$ cat src/rtl/pipe_pkg.sv
// Shared constants for the core pipeline-stage registers: skid FSM state encodings and the F/ID bubble instruction.
package pipe_pkg;

  localparam logic [1:0] ST_EMPTY = 2'd0;
  localparam logic [1:0] ST_BUSY  = 2'd1;
  localparam logic [1:0] ST_FULL  = 2'd2;

  // addi x0, x0, 0 -- the canonical RISC-V NOP used as the F/ID bubble
  localparam logic [31:0] PIPE_NOP = 32'h0000_0013;

endpackage

$ cat src/rtl/sat_counter.sv
// Saturating up-counter with synchronous clear; 1-cycle update, clear wins over increment, never wraps.
module sat_counter #(
  parameter int CNT_W = 16
) (
  input  logic             clk,
  input  logic             rst,
  input  logic             inc,
  input  logic             clr,
  output logic [CNT_W-1:0] q
);

  logic [CNT_W-1:0] cnt_q, cnt_d;

  always_comb begin
    cnt_d = cnt_q;
    if (clr) begin
      cnt_d = '0;
    end else if (inc && (cnt_q != {CNT_W{1'b1}})) begin
      cnt_d = cnt_q + 1'b1;
    end
  end

  always_ff @(posedge clk or negedge rst) begin
    if (!rst) begin
      cnt_q <= '0;
    end else begin
      cnt_q <= cnt_d;
    end
  end

  assign q = cnt_q;

endmodule

$ cat src/rtl/pipe_skid_stage.sv
// Pipeline-stage register with 2-entry skid: 1-cycle latency, 1 beat/cycle, flush inserts a bubble.
// i_ready depends only on state, i_stall and i_flush, so upstream never sees o_ready combinationally.
module pipe_skid_stage
  import pipe_pkg::*;
#(
  parameter int               DATA_W     = 64,
  parameter logic [DATA_W-1:0] RST_VAL    = '0,
  parameter logic [DATA_W-1:0] BUBBLE_VAL = '0,
  parameter int               CNT_W      = 16
) (
  input  logic              clk,
  input  logic              rst,
  input  logic              i_valid,
  input  logic [DATA_W-1:0] i_data,
  output logic              i_ready,
  output logic              o_valid,
  output logic [DATA_W-1:0] o_data,
  input  logic              o_ready,
  input  logic              i_stall,
  input  logic              i_flush,
  input  logic              i_cnt_clr,
  output logic [1:0]        o_count,
  output logic [CNT_W-1:0]  o_stall_cnt
);

  logic [1:0]        state_q, state_d;
  logic [DATA_W-1:0] main_q, main_d;
  logic [DATA_W-1:0] skid_q, skid_d;
  logic              in_fire, out_fire;

  assign i_ready  = (state_q != ST_FULL) & ~i_stall & ~i_flush;
  assign o_valid  = (state_q != ST_EMPTY);
  assign in_fire  = i_valid & i_ready;
  assign out_fire = o_valid & o_ready & ~i_stall;

  always_comb begin
    state_d = state_q;
    main_d  = main_q;
    skid_d  = skid_q;
    if (i_flush) begin
      state_d = ST_EMPTY;
      main_d  = BUBBLE_VAL;
      skid_d  = BUBBLE_VAL;
    end else begin
      case (state_q)
        ST_EMPTY: begin
          if (in_fire) begin
            main_d  = i_data;
            state_d = ST_BUSY;
          end
        end
        ST_BUSY: begin
          if (in_fire && out_fire) begin
            main_d = i_data;
          end else if (in_fire) begin
            skid_d  = i_data;
            state_d = ST_FULL;
          end else if (out_fire) begin
            state_d = ST_EMPTY;
          end
        end
        ST_FULL: begin
          if (out_fire) begin
            main_d  = skid_q;
            state_d = ST_BUSY;
          end
        end
        default: state_d = ST_EMPTY;
      endcase
    end
  end

  always_ff @(posedge clk or negedge rst) begin
    if (!rst) begin
      state_q <= ST_EMPTY;
      main_q  <= RST_VAL;
      skid_q  <= RST_VAL;
    end else begin
      state_q <= state_d;
      main_q  <= main_d;
      skid_q  <= skid_d;
    end
  end

  assign o_data  = main_q;
  assign o_count = state_q;

  sat_counter #(
    .CNT_W(CNT_W)
  ) u_stall_cnt (
    .clk(clk),
    .rst(rst),
    .inc(i_stall | (o_valid & ~o_ready)),
    .clr(i_cnt_clr),
    .q  (o_stall_cnt)
  );

endmodule

$ cat config.mk
export PLATFORM = sky130hd
export DESIGN_NAME = pipe_skid_stage
export DESIGN_NICKNAME = d
export VERILOG_FILES = /design/src/rtl/pipe_pkg.sv /design/src/rtl/sat_counter.sv /design/src/rtl/pipe_skid_stage.sv
export SDC_FILE = /design/constraint.sdc
export NUM_CORES = 1
export LEC_CHECK = 0
export CAP_MARGIN = 10
export CORE_MARGIN = 8
export CORE_UTILIZATION = 30
export CTS_CLUSTER_DIAMETER = 100
export CTS_CLUSTER_SIZE = 12
export DETAILED_ROUTE_END_ITERATION = 8
export SLEW_MARGIN = 20
export SYNTH_ARGS = -nofsm -noshare
export SYNTH_HDL_FRONTEND = slang
export SYNTH_SLANG_ARGS = --single-unit
export TNS_END_PERCENT = 5
$ cat constraint.sdc
create_clock -name clk -period 3.1 [get_ports clk]
set_input_delay 0.465 -clock clk [delete_from_list [all_inputs] [get_ports clk]]
set_output_delay 0.465 -clock clk [all_outputs]
set_load 0.01 [all_outputs]
=== After elaboration in Yosys (flattened, before gate mapping) ===
Cells that the tools add are included.
Widths: inputs -> output; s select.

* Add/sub/neg operators: 1
* Multipliers: 0
* Divide/modulo/power cells: 0
* Magnitude comparators: 0
* Equal/unequal tests: 10
* Shift operators: 0
* Mux-type cells: 17
* Bitwise logic cells: 10
* Reduce and logical (&&, ||, !) cells: 11

{| class="wikitable"
|+ Operator list
! operator !! count
|-
| $mux 64 || 7
|-
| $pmux 64 s3 || 1
|-
| $mux 16 || 2
|-
| $add 16x1->16 const B || 1
|-
| $ne 16x16->1 const B || 1
|-
| $mux 2 || 6
|-
| $ne 3x3->1 const B || 4
|-
| $reduce_and 4->1 || 2
|-
| $reduce_bool 2->1 || 4
|-
| $and 1x1->1 || 6
|-
| $pmux 2 s3 || 1
|-
| $ne 2x2->1 const B || 2
|-
| $ne 4x4->1 const B || 1
|-
| $reduce_bool 4->1 || 1
|-
| $not 1->1 || 3
|-
| $reduce_and 3->1 || 1
|-
| $eq 2x1->1 const B || 1
|-
| $eq 2x2->1 const B || 1
|-
| $logic_and 1x1->1 || 2
|-
| $logic_not 2->1 || 1
|-
| $or 1x1->1 || 1
|}

* Register bits after elaboration: 146
* Bits in latches: 0
* Memory bits (writable): 0
* ROM bits: 0
* Output and inout port bits: 84
* Logic and storage cells: 53
* Memories kept: 0

=== Depth between registers and ports, before layout ===
* Depth after elaboration: 8
* Gate-level depth with buffers: 7

=== Hierarchy ===
A second synthesis with hierarchy kept.

* Cells, all modules: 770
* Area, all modules: 7719.9 um^2

{| class="wikitable"
|+ Modules (own cells, without submodules)
! module !! times used !! cells an instance !! area an instance (um^2) !! sequential area each (um^2)
|-
| pipe_skid_stage || 1 || 672 || 6777.8 || 3253.1
|-
| sat_counter || 1 || 98 || 942.2 || 400.4
|}

=== Worst setup path before layout ===
OpenSTA, ideal clock, no wires.

* Path type: register -> register
* Start: register state_q[1], in the netlist o_count[1]
* End: register main_q[10], in the netlist o_data[10]
* Setup time: 0.125 ns
* Arrival: 1.761 ns
* Data required time: 2.975 ns
* Setup slack: 1.214 ns
* Cell stages (with the launch flop): 6
* Cells stage by stage: dfrtp_1 nor2b_1 a22o_1 a21oi_2 buf_2 mux2_2

* Word-level cells in the longest chain between the ends: 7
* Elaborated cells on any way between the ends: 18

{| class="wikitable"
|+ Ends and longest elaborated chain
! item !! line !! source
|-
| start, declared || pipe_skid_stage.sv:26 || <nowiki>logic [1:0] state_q, state_d;</nowiki>
|-
| start signal, assigned || pipe_skid_stage.sv:79 || <nowiki>state_q <= state_d;</nowiki>
|-
| $ne 2x2->1 || pipe_skid_stage.sv:31 || <nowiki>assign i_ready = (state_q != ST_FULL) & ~i_stall & ~i_flush;</nowiki>
|-
| $and 1x1->1 (2 in a row) || pipe_skid_stage.sv:31 ||
|-
| $and 1x1->1 || pipe_skid_stage.sv:33 || <nowiki>assign in_fire = i_valid & i_ready;</nowiki>
|-
| $logic_and 1x1->1 || pipe_skid_stage.sv:53 || <nowiki>if (in_fire && out_fire) begin</nowiki>
|-
| $ne 3x3->1 (no line) || n/a ||
|-
| $reduce_and 4->1 (no line) || n/a ||
|-
| end signal, assigned || pipe_skid_stage.sv:80 || <nowiki>main_q <= main_d;</nowiki>
|-
| end, declared || pipe_skid_stage.sv:27 || <nowiki>logic [DATA_W-1:0] main_q, main_d;</nowiki>
|}

Several ways; a longest one is shown, not always the timed one.
A chain may end at the register's enable or synchronous reset.

=== Final worst setup path ===
* Start: input i_stall
* End: output i_ready

* Word-level cells in the longest chain between the ends: 3

{| class="wikitable"
|+ Ends and longest elaborated chain
! item !! line !! source
|-
| start, declared || pipe_skid_stage.sv:19 || <nowiki>input logic i_stall,</nowiki>
|-
| $not 1->1 || pipe_skid_stage.sv:31 ||
|-
| $and 1x1->1 (2 in a row) || pipe_skid_stage.sv:31 ||
|-
| end, declared || pipe_skid_stage.sv:15 || <nowiki>output logic i_ready,</nowiki>
|}

Every way passes these cells.

==> flow_summary_export.csv <==
group,metric,value,unit
clock_network,cts.sinks,146,
critical_path,reg2reg_from,"o_count[0]",
route,dr.first_iter.drc_count,329,
clock_network,clk_pin_slew,0.06,ns
power_and_ir_drop,total_power,4.86,mW
critical_path,critPathRequiredTime,2.63,ns
sta,rsz0062_at_grt,"false",
logic_synthesis,synth.ff_latch_count,146,
placement,dpl-instance-area,8700,um2
logic_synthesis,synth_cell_type_count,38,
sta,fmax,0.429,GHz
cells_and_area,fin_util,41.5,%
critical_path,crit_top_cell,"clkdlybuf4s50_1",
route,ant_nets,0,
clock_network,post_cts_resize_count,0,
critical_path,cp-start-kind,"primary input",
floorplan,die_x,167,um
grt,antenna_found_initial,0,
route,vias_per_cell,4.88,
logic_synthesis,synth-seq-area-share,53.4,%
logic_synthesis,synth_area_leader_cell,"dfrtp_1",
power_and_ir_drop,switching_power,1.20,mW
grt,grt_usage,14.3,%
power_and_ir_drop,p_int,3.66,mW
clock_network,post_cts_buffers,0,
route,route.detailed.drc,0,
clock_network,cts_root_buf,"clkbuf_16",
cells_and_area,drive_gt1_share,13.7,%
sta,period_needed,2.33,ns
floorplan,io_pins,155,
sta,relSlewSlack,41.8,%
grt,grt_max_degree,117,
critical_path,rr_worst_depth,5,
power_and_ir_drop,power_frac_clock,45.1,%
critical_path,crit_slowest_cell,"clkdlybuf4s50_1",
logic_synthesis,synth.area.top_cells,"dfrtp_1, nand2_1, mux2_2",
grt,gr-total-overflow,0,
power_and_ir_drop,peakVddDrop,0.000287,V
clock_network,cts.path.max_buffers,2,
floorplan,start_util,30.4,%
placement,pre_cts_slack,0.638,ns
sta,worst_pin_slew,0.867,ns
flow_run,drv_cap,0,
power_and_ir_drop,seqPwrFrac,42.1,%
placement,dpl.hpwl,12.2,mm
critical_path,endpoint_kind,"output port",
route,wire_per_inst,16.5,um
logic_synthesis,yosys_warnings,0,
route,routed_wl,19.5,mm
logic_synthesis,synth_cells,751,
sta,setup_viol,0,
critical_path,r2r_setup_slack,1.07,ns
sta,fin_tns_setup,0,ns
critical_path,path_class,"in -> out",
clock_network,htreeDepth,4,
cells_and_area,syn_to_final_growth,36.3,%
power_and_ir_drop,pwr-share-comb,12.8,%
critical_path,path_cells,"clkdlybuf4s50_1 -> nor3_1 -> clkdlybuf4s50_1",
floorplan,rows,55,
sta,finalMaxSlewViolations,0,
run_status,status,"finished clean",
clock_network,numCtsBuffers,17,
logic_synthesis,syn-cell-area,6850,um2
critical_path,cp_max_fo,8,
clock_network,worstSkewPairLatency,0.41,ns
critical_path,worstPathArrival,1.87,ns
power_and_ir_drop,p_per_area,521,nW/um2
clock_network,ctsHoldBuffers,0,
sta,finalCritPeriodShare,75.2,%
critical_path,r2r-end,"o_data[54]",
grt,first_global_vias,5797,
placement,io_buffers,154,
cells_and_area,nets,956,
sta,hold_viol_final,0,
floorplan,dieArea,27900,um2
placement,routabilityCongestion,0.746,
power_and_ir_drop,cellLeakagePower,3.89,nW
logic_synthesis,synthesis.nets,823,
power_and_ir_drop,switching_share,24.6,%
sta,worst_slack,0.769,ns
cells_and_area,diodes,0,
logic_synthesis,synth_top_area_share,53.4,%
sta,fin_skew,0.00764,ns
grt,grt_pass1_wl,32.4,mm
route,drt_pass1_iterations,5,
critical_path,slowest_delay,0.58,ns
hold_path,hold_class,"in -> async",
floorplan,fp.coreArea,22500,um2
floorplan,die-height,167,um
logic_synthesis,avgSynthCellArea,9.12,um2
clock_network,cts_tree,"yes",
route,vias,5771,
cells_and_area,final_area,9330,um2
-- cell type report --
type	instances	area (um2)
inverter	4	15.0
clock inverter	13	175
tap	285	357
clock buffer	19	453
timing repair buffer	168	1700
multi-input combinational	547	2980
fill	2220	13200
sequential	146	3650
-- Yosys cell counts, drive strengths merged --
| cell type | instances |
|---|---|
| nand2 | 263 |
| dfrtp | 146 |
| a21oi | 141 |
| mux2 | 67 |
| clkbuf | 31 |
| buf | 23 |
| or4 | 10 |
| nor2 | 8 |
| nand3 | 7 |
| nor2b | 7 |
| o31ai | 7 |
| nand4 | 5 |
| nor4 | 5 |
| inv | 4 |
| o21ai | 3 |
| o41ai | 3 |
| or3 | 3 |
| and3 | 2 |
| nand2b | 2 |
| o21ba | 2 |
| or2 | 2 |
| a211oi | 1 |
| a21o | 1 |
| a22o | 1 |
| and4 | 1 |
| ha | 1 |
| nor3 | 1 |
| nor3b | 1 |
| nor4b | 1 |
| o21a | 1 |
| o22ai | 1 |
-- logic make-up after synthesis --
| logic type | Yosys count | synth area share [%] |
|---|---|---|
| AND/OR/NAND/NOR | 318 | 19.5 |
| AO/OA/AOI/OAI | 161 | 12.6 |
| flip-flops | 146 | 53.4 |
| multiplexers | 67 | 11.0 |
| buffers and inverters | 58 | 3.40 |
| adder cells (fa/ha/maj) | 1 | 0.183 |
-- metal layers --
metal	share of wire, %	wire (um)	global-route usage (%)
met1	50	9660	19.7
met2	45	8810	21.8
met3	4.1	791	3.50
met4	1.2	238	4.07
met5	0	0	0
-- state kept, by name (all words and copies together) (netlist names) --
register / count
u_stall_cnt.q: 16
skid_q: 64
o_count: 2
o_data: 64
-- worst max-delay path, delay by kind of cell --
kind / cells / cell delay (ns)
buf+inv: 2 / 1.14
simple gates: 1 / 0.26
-- power by group through the flow --
stage / Combinational, mW / Clock [mW] / Sequential [mW]
5_1_grt: 0.677 / 2.35 / 2.06
4_1_cts: 0.634 / 2.26 / 2.05
3_5_place_dp: 0.632 / 0 / 2.08
6_report: 0.620 / 2.19 / 2.05
2_1_floorplan: 0.205 / 0 / 2.11
3_3_place_gp: 0.628 / 0 / 2.08
-- worst max path at each step --
stage	cells past startpoint	end	slack, ns	startpoint
3_3_place_gp	6	o_data[49]	0.66	o_ready
6_report	3	i_ready	0.77	i_stall
4_1_cts	3	i_ready	0.76	i_stall
5_1_grt	3	i_ready	0.70	i_stall
2_1_floorplan	5	o_data[10]	1.21	o_count[1]
3_5_place_dp	6	o_data[38]	0.64	o_ready
-- per-stage QoR --
stage	instances	hold WS, ns
6_report	1182	0.0148
5_1_grt	1182	0.0536
4_1_cts	1182	0.0279
3_5_place_dp	1150	0.478
3_3_place_gp	1150	0.474
2_1_floorplan	751	0.169
-- layout by cell type (no fill, tap or decap), types with 3 or more instances in the layout --
master	count
clkdlybuf4s50_1	152
inv_1	4
or4_1	10
clkbuf_16	17
nand4_1	4
clkinvlp_4	4
buf_12	4
bufinv_16	3
nand3_1	6
o31ai_1	7
buf_4	11
nand2_1	263
or3_1	3
inv_6	3
nor4_1	4
o41ai_1	3
mux2_1	3
nor2_1	8
a21oi_1	140
nor2b_1	6
mux2_2	64
dfrtp_1	146
Power figures use the tool's default switching activity.
